## src/rtl/vga_depth_adapter.sv

```systemverilog
// Video output stage: per-channel colour depth conversion, two-stage pixel pipeline, sync normalisation
// and line-length / mode-stability measurement. Define VGA_DEPTH_ADAPTER_POLDET_EN for input sync polarity detection.
module vga_depth_adapter #(
   parameter int IN_W       = 6,
   parameter int OUT_W      = 8,
   parameter bit HS_POL_OUT = 1'b0,
   parameter bit VS_POL_OUT = 1'b0,
   parameter int LEN_W      = 12
) (
   input  logic             clk,
   input  logic             reset,
   input  logic             ce_pix,
   input  logic [IN_W-1:0]  in_r,
   input  logic [IN_W-1:0]  in_g,
   input  logic [IN_W-1:0]  in_b,
   input  logic             in_hs,
   input  logic             in_vs,
   output logic [OUT_W-1:0] out_r,
   output logic [OUT_W-1:0] out_g,
   output logic [OUT_W-1:0] out_b,
   output logic             out_hs,
   output logic             out_vs,
   output logic             hs_pol,
   output logic             vs_pol,
   output logic [LEN_W-1:0] line_len,
   output logic             mode_stable
);

   localparam logic [LEN_W-1:0] LEN_MAX = '1;

   function automatic logic [LEN_W-1:0] sat_inc(input logic [LEN_W-1:0] v);
      return (v == LEN_MAX) ? v : v + LEN_W'(1);
   endfunction

   logic [IN_W-1:0]  s1_r, s1_g, s1_b;
   logic             s1_hs, s1_vs;
   logic             hs_prev, vs_prev;
   logic             hs_rise, vs_rise;
   logic [OUT_W-1:0] exp_r, exp_g, exp_b;
   logic             hs_pol_q, vs_pol_q;
   logic             hs_active, vs_active;
   logic [LEN_W-1:0] new_len;
   logic [LEN_W-1:0] line_len_q;
   logic [1:0]       stab_cnt;
   logic             vs_seen;

   assign hs_rise = s1_hs & ~hs_prev;
   assign vs_rise = s1_vs & ~vs_prev;

   always_ff @(posedge clk) begin
      if (reset) begin
         s1_r    <= '0;
         s1_g    <= '0;
         s1_b    <= '0;
         s1_hs   <= 1'b0;
         s1_vs   <= 1'b0;
         hs_prev <= 1'b0;
         vs_prev <= 1'b0;
      end else if (ce_pix) begin
         s1_r    <= in_r;
         s1_g    <= in_g;
         s1_b    <= in_b;
         s1_hs   <= in_hs;
         s1_vs   <= in_vs;
         hs_prev <= s1_hs;
         vs_prev <= s1_vs;
      end
   end

   // Widening replicates the channel MSBs into the new LSBs so full scale maps to full scale.
   generate
      if (OUT_W > IN_W) begin : g_widen
         assign exp_r = {s1_r, s1_r[IN_W-1 -: OUT_W-IN_W]};
         assign exp_g = {s1_g, s1_g[IN_W-1 -: OUT_W-IN_W]};
         assign exp_b = {s1_b, s1_b[IN_W-1 -: OUT_W-IN_W]};
      end else if (OUT_W == IN_W) begin : g_pass
         assign exp_r = s1_r;
         assign exp_g = s1_g;
         assign exp_b = s1_b;
      end else begin : g_narrow
         assign exp_r = s1_r[IN_W-1 -: OUT_W];
         assign exp_g = s1_g[IN_W-1 -: OUT_W];
         assign exp_b = s1_b[IN_W-1 -: OUT_W];
      end
   endgenerate

   assign hs_active = s1_hs ~^ hs_pol_q;
   assign vs_active = s1_vs ~^ vs_pol_q;

   always_ff @(posedge clk) begin
      if (reset) begin
         out_r  <= '0;
         out_g  <= '0;
         out_b  <= '0;
         out_hs <= ~HS_POL_OUT;
         out_vs <= ~VS_POL_OUT;
      end else if (ce_pix) begin
         out_r  <= exp_r;
         out_g  <= exp_g;
         out_b  <= exp_b;
         out_hs <= hs_active ? HS_POL_OUT : ~HS_POL_OUT;
         out_vs <= vs_active ? VS_POL_OUT : ~VS_POL_OUT;
      end
   end

`ifdef VGA_DEPTH_ADAPTER_POLDET_EN
   logic [LEN_W-1:0] hi_cnt, lo_cnt;
   logic [LEN_W-1:0] vhi_cnt, vlo_cnt;
   logic [LEN_W-1:0] vhi_next, vlo_next;
   logic [LEN_W:0]   len_sum;

   assign len_sum = {1'b0, hi_cnt} + {1'b0, lo_cnt};
   assign new_len = len_sum[LEN_W] ? LEN_MAX : len_sum[LEN_W-1:0];

   // The sync is taken to be whichever phase of the line is shorter.
   always_ff @(posedge clk) begin
      if (reset) begin
         hi_cnt   <= '0;
         lo_cnt   <= '0;
         hs_pol_q <= 1'b0;
      end else if (ce_pix) begin
         if (hs_rise) begin
            hs_pol_q <= (hi_cnt < lo_cnt);
            hi_cnt   <= LEN_W'(1);
            lo_cnt   <= '0;
         end else if (s1_hs) begin
            hi_cnt <= sat_inc(hi_cnt);
         end else begin
            lo_cnt <= sat_inc(lo_cnt);
         end
      end
   end

   // A line ending together with the frame is counted in the frame that is ending.
   always_comb begin
      vhi_next = vhi_cnt;
      vlo_next = vlo_cnt;
      if (hs_rise) begin
         if (s1_vs) vhi_next = sat_inc(vhi_cnt);
         else       vlo_next = sat_inc(vlo_cnt);
      end
   end

   always_ff @(posedge clk) begin
      if (reset) begin
         vhi_cnt  <= '0;
         vlo_cnt  <= '0;
         vs_pol_q <= 1'b0;
      end else if (ce_pix) begin
         if (vs_rise) begin
            if ((vhi_next != '0) || (vlo_next != '0)) vs_pol_q <= (vhi_next < vlo_next);
            vhi_cnt <= '0;
            vlo_cnt <= '0;
         end else begin
            vhi_cnt <= vhi_next;
            vlo_cnt <= vlo_next;
         end
      end
   end
`else
   logic [LEN_W-1:0] line_cnt;

   assign new_len  = line_cnt;
   assign hs_pol_q = 1'b0;
   assign vs_pol_q = 1'b0;

   always_ff @(posedge clk) begin
      if (reset) begin
         line_cnt <= '0;
      end else if (ce_pix) begin
         if (hs_rise) line_cnt <= LEN_W'(1);
         else         line_cnt <= sat_inc(line_cnt);
      end
   end
`endif

   always_ff @(posedge clk) begin
      if (reset) begin
         line_len_q <= '0;
         stab_cnt   <= '0;
         vs_seen    <= 1'b0;
      end else if (ce_pix) begin
         if (hs_rise) begin
            line_len_q <= new_len;
            if (new_len == line_len_q) stab_cnt <= (stab_cnt == 2'd3) ? stab_cnt : stab_cnt + 2'd1;
            else                       stab_cnt <= '0;
         end
         if (vs_rise) vs_seen <= 1'b1;
      end
   end

   assign hs_pol      = hs_pol_q;
   assign vs_pol      = vs_pol_q;
   assign line_len    = line_len_q;
   assign mode_stable = (stab_cnt == 2'd3) && vs_seen;

endmodule
```

## config.mk

```make
export PLATFORM = sky130hd
export DESIGN_NAME = vga_depth_adapter
export DESIGN_NICKNAME = d
export VERILOG_FILES = /design/src/rtl/vga_depth_adapter.sv
export SDC_FILE = /design/constraint.sdc
export NUM_CORES = 1
export LEC_CHECK = 0
export CORE_MARGIN = 4
export CORE_UTILIZATION = 46
export DETAILED_ROUTE_END_ITERATION = 6
export GPL_TIMING_DRIVEN = 0
export PLACE_DENSITY = 0.74
export SYNTH_ARGS = -nofsm -noshare
export SYNTH_HDL_FRONTEND = slang
export SYNTH_SLANG_ARGS = --single-unit
export TNS_END_PERCENT = 50
```

## constraint.sdc

```tcl
create_clock -name clk -period 3.6 [get_ports clk]
set_clock_uncertainty 0.05 [all_clocks]
set_input_delay 0.72 -clock clk [delete_from_list [all_inputs] [get_ports clk]]
set_output_delay 0.72 -clock clk [all_outputs]
set_load 0.05 [all_outputs]
```

==> results by group <==
Placement
  – Post-placement cell area: 3627 um^2
  – Final weighted congestion in routability-driven placement: 0.7853
  – IO buf count: 59
  – HPWL reported at the end of detailed placement: 4840 um
  – Post-Place Worst Slack: 1.267 ns
  – Number of placed cells counting well taps: 447

Power
  – Maximum resistive drop on vdd: 0.0002672 V
  – Leakage: 1.460 nW
  – Power density cells: 421.2 nW/um^2
  – Design Power: 0.001607 W

Timing
  – Max-slew headroom: 0.5331
  – Finish-stage setup viols: 0
  – Sum of negative setup slack: 0 ns
  – Share of the clock period used by the worst path after layout: 0.7531
  – Setup ws final: 0.8890 ns
  – Unrepaired setup endpoints after global routing: false
  – Max-slew violation total from the final report: 0
  – Upper clock frequency limit: 368.9 MHz
  – Hold Fails Final Rpt: 0
  – Post-route minimum period: 2.711 ns
  – Actual slew at the worst max-slew pin: 0.7003 ns

Floorplan
  – Core area: 6061 um^2
  – Initial standard-cell utilization of the core: 0.4849
  – Boundary pin count: 64
  – DIE AREA: 7732 um^2
  – Die H: 87.93 um
  – DIE WIDTH: 87.93 um
  – Number of rows created at floorplan: 28

Critical path
  – Count of cells along the worst register-to-register path: 7
  – Kind of critical path: reg -> out
  – Worst setup EP type: output port
  – Critical Path Start Type: flop
  – Signal arrival time at the worst endpoint: 1.94 ns
  – Biggest fanout along the worst timing path: 5
  – Critical register-to-register path startpoint: s1_hs
  – Worst setup path start: stab_cnt[0]
  – WP data required: 2.83 ns
  – Worst R2R End: line_cnt[5]
  – CP endpoint: mode_stable
  – Reg-to-reg slack, setup: 1.86 ns

Clocking
  – Post-cts sizing count: 0
  – CTS H-tree depth: 3
  – TritonCTS clock tree: done
  – Total of hold buffers inserted after clock tree synthesis: 0
  – Number of sinks on the clock net: 69
  – Max clock buf depth: 2
  – Number of buffers created by CTS: 9
  – Skew-Pair Late Insertion Delay: 0.35 ns
  – Setup bufs post-CTS: 0
  – Post-CTS clock slew at the launch and capture registers of the worst setup and hold paths: 0.07 ns
  – Clock root buffer: sky130_fd_sc_hd__clkbuf_8

Synth
  – Proportion of synthesized chip area in sequential cells: 0.4700
  – Top cells by area, synth: sky130_fd_sc_hd__dfxtp_1 (47%), sky130_fd_sc_hd__mux2i_1 (13%), sky130_fd_sc_hd__nor2_1 (6.8%)
  – Most frequent cell after synthesis: sky130_fd_sc_hd__dfxtp_1
  – Count of mapped cells out of synthesis: 312
  – Number of enable-type register cells in the synthesized netlist: 0
  – Dominant cell type by area after synthesis: sky130_fd_sc_hd__dfxtp_1
  – Synth Area per Inst: 9.420 um^2
  – Synth Register Bits: 69
  – Flip-flop cell with the highest count after synthesis: sky130_fd_sc_hd__dfxtp_1
  – Top cell type's share of synthesized area: 0.4700
  – Netlist area before placement: 2939 um^2
  – Share of flip-flops with an asynchronous set or reset after synthesis: 0
  – Count of different cell masters after synthesis: 41
  – Number of warnings reported in the yosys synthesis log: 0
  – Ranking of synthesized cells by instance count: sky130_fd_sc_hd__dfxtp_1 (69), sky130_fd_sc_hd__nor2_1 (53), sky130_fd_sc_hd__nand2_1 (39)

Global route
  – Largest net degree at the start of global routing: 13
  – Grt total ovfl: 0
  – GRT Overall Usage: 0.1843
  – Vias in the first global route: 2398
  – Global-route wire length before repair: 11100 um
  – Initial antenna violation count: 0

Final layout
  – Finished Layout Cells: 462
  – Area Growth Syn to Fin: 29.84%
  – Final instance area: 3816 um^2
  – Total number of nets in the final design: 408
  – Diodes inserted: 0
  – Share of post-route cells with drive strength above 1: 0.1163

Drt
  – Drt first pass iters: 4
  – Via count: 2368
  – Number of vias per cell after detailed routing: 5.126
  – Detailed Route WL: 6619 um
  – Count of antenna-violating nets left after detailed routing: 0
  – Number of remaining DRC errors: 0
  – Per-cell routed wire length: 14.33 um
  – Violation count after the first detailed-routing iteration: 116

Worst hold path
  – Class of the most critical hold timing path: reg -> reg

Run status
  – Result of the run: complete, no violations

Run
  – Maxcap violations: 0
[sequential cells by signal, summed over array words and instances, names as in the netlist, 2 cells and up]
register and count:
out_b 6, line_cnt 12, stab_cnt 2, s1_r 6
s1_g 6, s1_b 6, out_r 6, line_len 12
out_g 6
[worst max-delay path: stages (launching register included)]
cell and delay, ns:
sky130_fd_sc_hd__dfxtp_1 0.40, sky130_fd_sc_hd__ha_1 0.25, sky130_fd_sc_hd__and2_1 0.15, sky130_fd_sc_hd__clkdlybuf4s50_1 0.80
[placed cells by master, fill, tap and decap left out, types with 2 or more instances in the layout]
cell / instances
sky130_fd_sc_hd__ha_1: 2
sky130_fd_sc_hd__clkdlybuf4s50_1: 59
sky130_fd_sc_hd__conb_1: 2
sky130_fd_sc_hd__nor2_1: 53
sky130_fd_sc_hd__nand2b_1: 2
sky130_fd_sc_hd__buf_2: 4
sky130_fd_sc_hd__nand3_1: 6
sky130_fd_sc_hd__a31oi_1: 4
sky130_fd_sc_hd__clkinv_4: 2
sky130_fd_sc_hd__clkbuf_8: 11
sky130_fd_sc_hd__mux2i_1: 38
sky130_fd_sc_hd__buf_4: 10
sky130_fd_sc_hd__xnor2_1: 19
sky130_fd_sc_hd__dfxtp_1: 69
sky130_fd_sc_hd__nor3_1: 5
sky130_fd_sc_hd__nand4_1: 5
sky130_fd_sc_hd__clkbuf_1: 10
sky130_fd_sc_hd__clkinv_2: 2
sky130_fd_sc_hd__a2111oi_4: 2
sky130_fd_sc_hd__nand2_1: 39
sky130_fd_sc_hd__a21oi_1: 18
[cell families (layout without fill, tap and decap cells)]
kind of cell | Yosys count | in the layout | share of synthesized area
adder cells (fa/ha/maj) | 2 | 2 | 0.008513
flip-flops | 69 | 69 | 0.4700
XOR/XNOR | 20 | 20 | 0.05960
AO/OA/AOI/OAI | 30 | 30 | 0.07578
AND/OR/NAND/NOR | 122 | 122 | 0.1929
other | 1 | 2 | 0.001276
buffers and inverters | 30 | 104 | 0.06258
multiplexers | 38 | 38 | 0.1294
[layout make-up]
class / instances / area (um^2)
fillers: 523 / 2245
clock buffers: 9 / 123.9
clock inverters: 6 / 65.06
plain buffers: 28 / 176.4
well taps: 75 / 93.84
repair buffers: 59 / 590.6
multi-input cells: 214 / 1378
flip-flops and latches: 69 / 1381
inverters: 2 / 7.507
[report_power, final]
group          switching (W)  leakage [nW]  internal [W]
Sequential         0.0000162         0.563      0.000789
Clock               0.000294        0.0950      0.000315
Combinational       0.000113         0.802     0.0000806
Total               0.000422          1.46       0.00119
[worst min-delay path by stage]
stage          startpoint  endpoint  slack (ns)  depth (start not counted)
6_report          vs_prev   vs_prev        0.42                          2
5_1_grt           vs_prev   vs_prev        0.46                          2
4_1_cts           vs_prev   vs_prev        0.42                          2
3_5_place_dp      vs_prev   vs_prev        0.41                          2
3_3_place_gp      vs_prev   vs_prev        0.40                          2
2_1_floorplan     vs_seen   vs_seen        0.38                          2
[stage by stage]
step | utilization | hold slack [ns]
6_report | 0.6296 | 0.4194
2_1_floorplan | - | 0.3817
3_3_place_gp | 0.5985 | 0.4031
5_1_grt | 0.6296 | 0.4551
3_5_place_dp | 0.5985 | 0.4113
4_1_cts | 0.6296 | 0.4223
[layer usage]
| metal | vias up | GRT usage | wire length [um] |
|---|---|---|---|
| met5 | - | 0 | 0 |
| met4 | 0 | 0.08368 | 86 |
| met3 | 9 | 0.06021 | 563 |
| met2 | 80 | 0.2945 | 3044 |
| met1 | 1108 | 0.2258 | 2925 |
| li1 | 1171 | - | - |
Note: power is estimated with default switching activity, not from simulation.
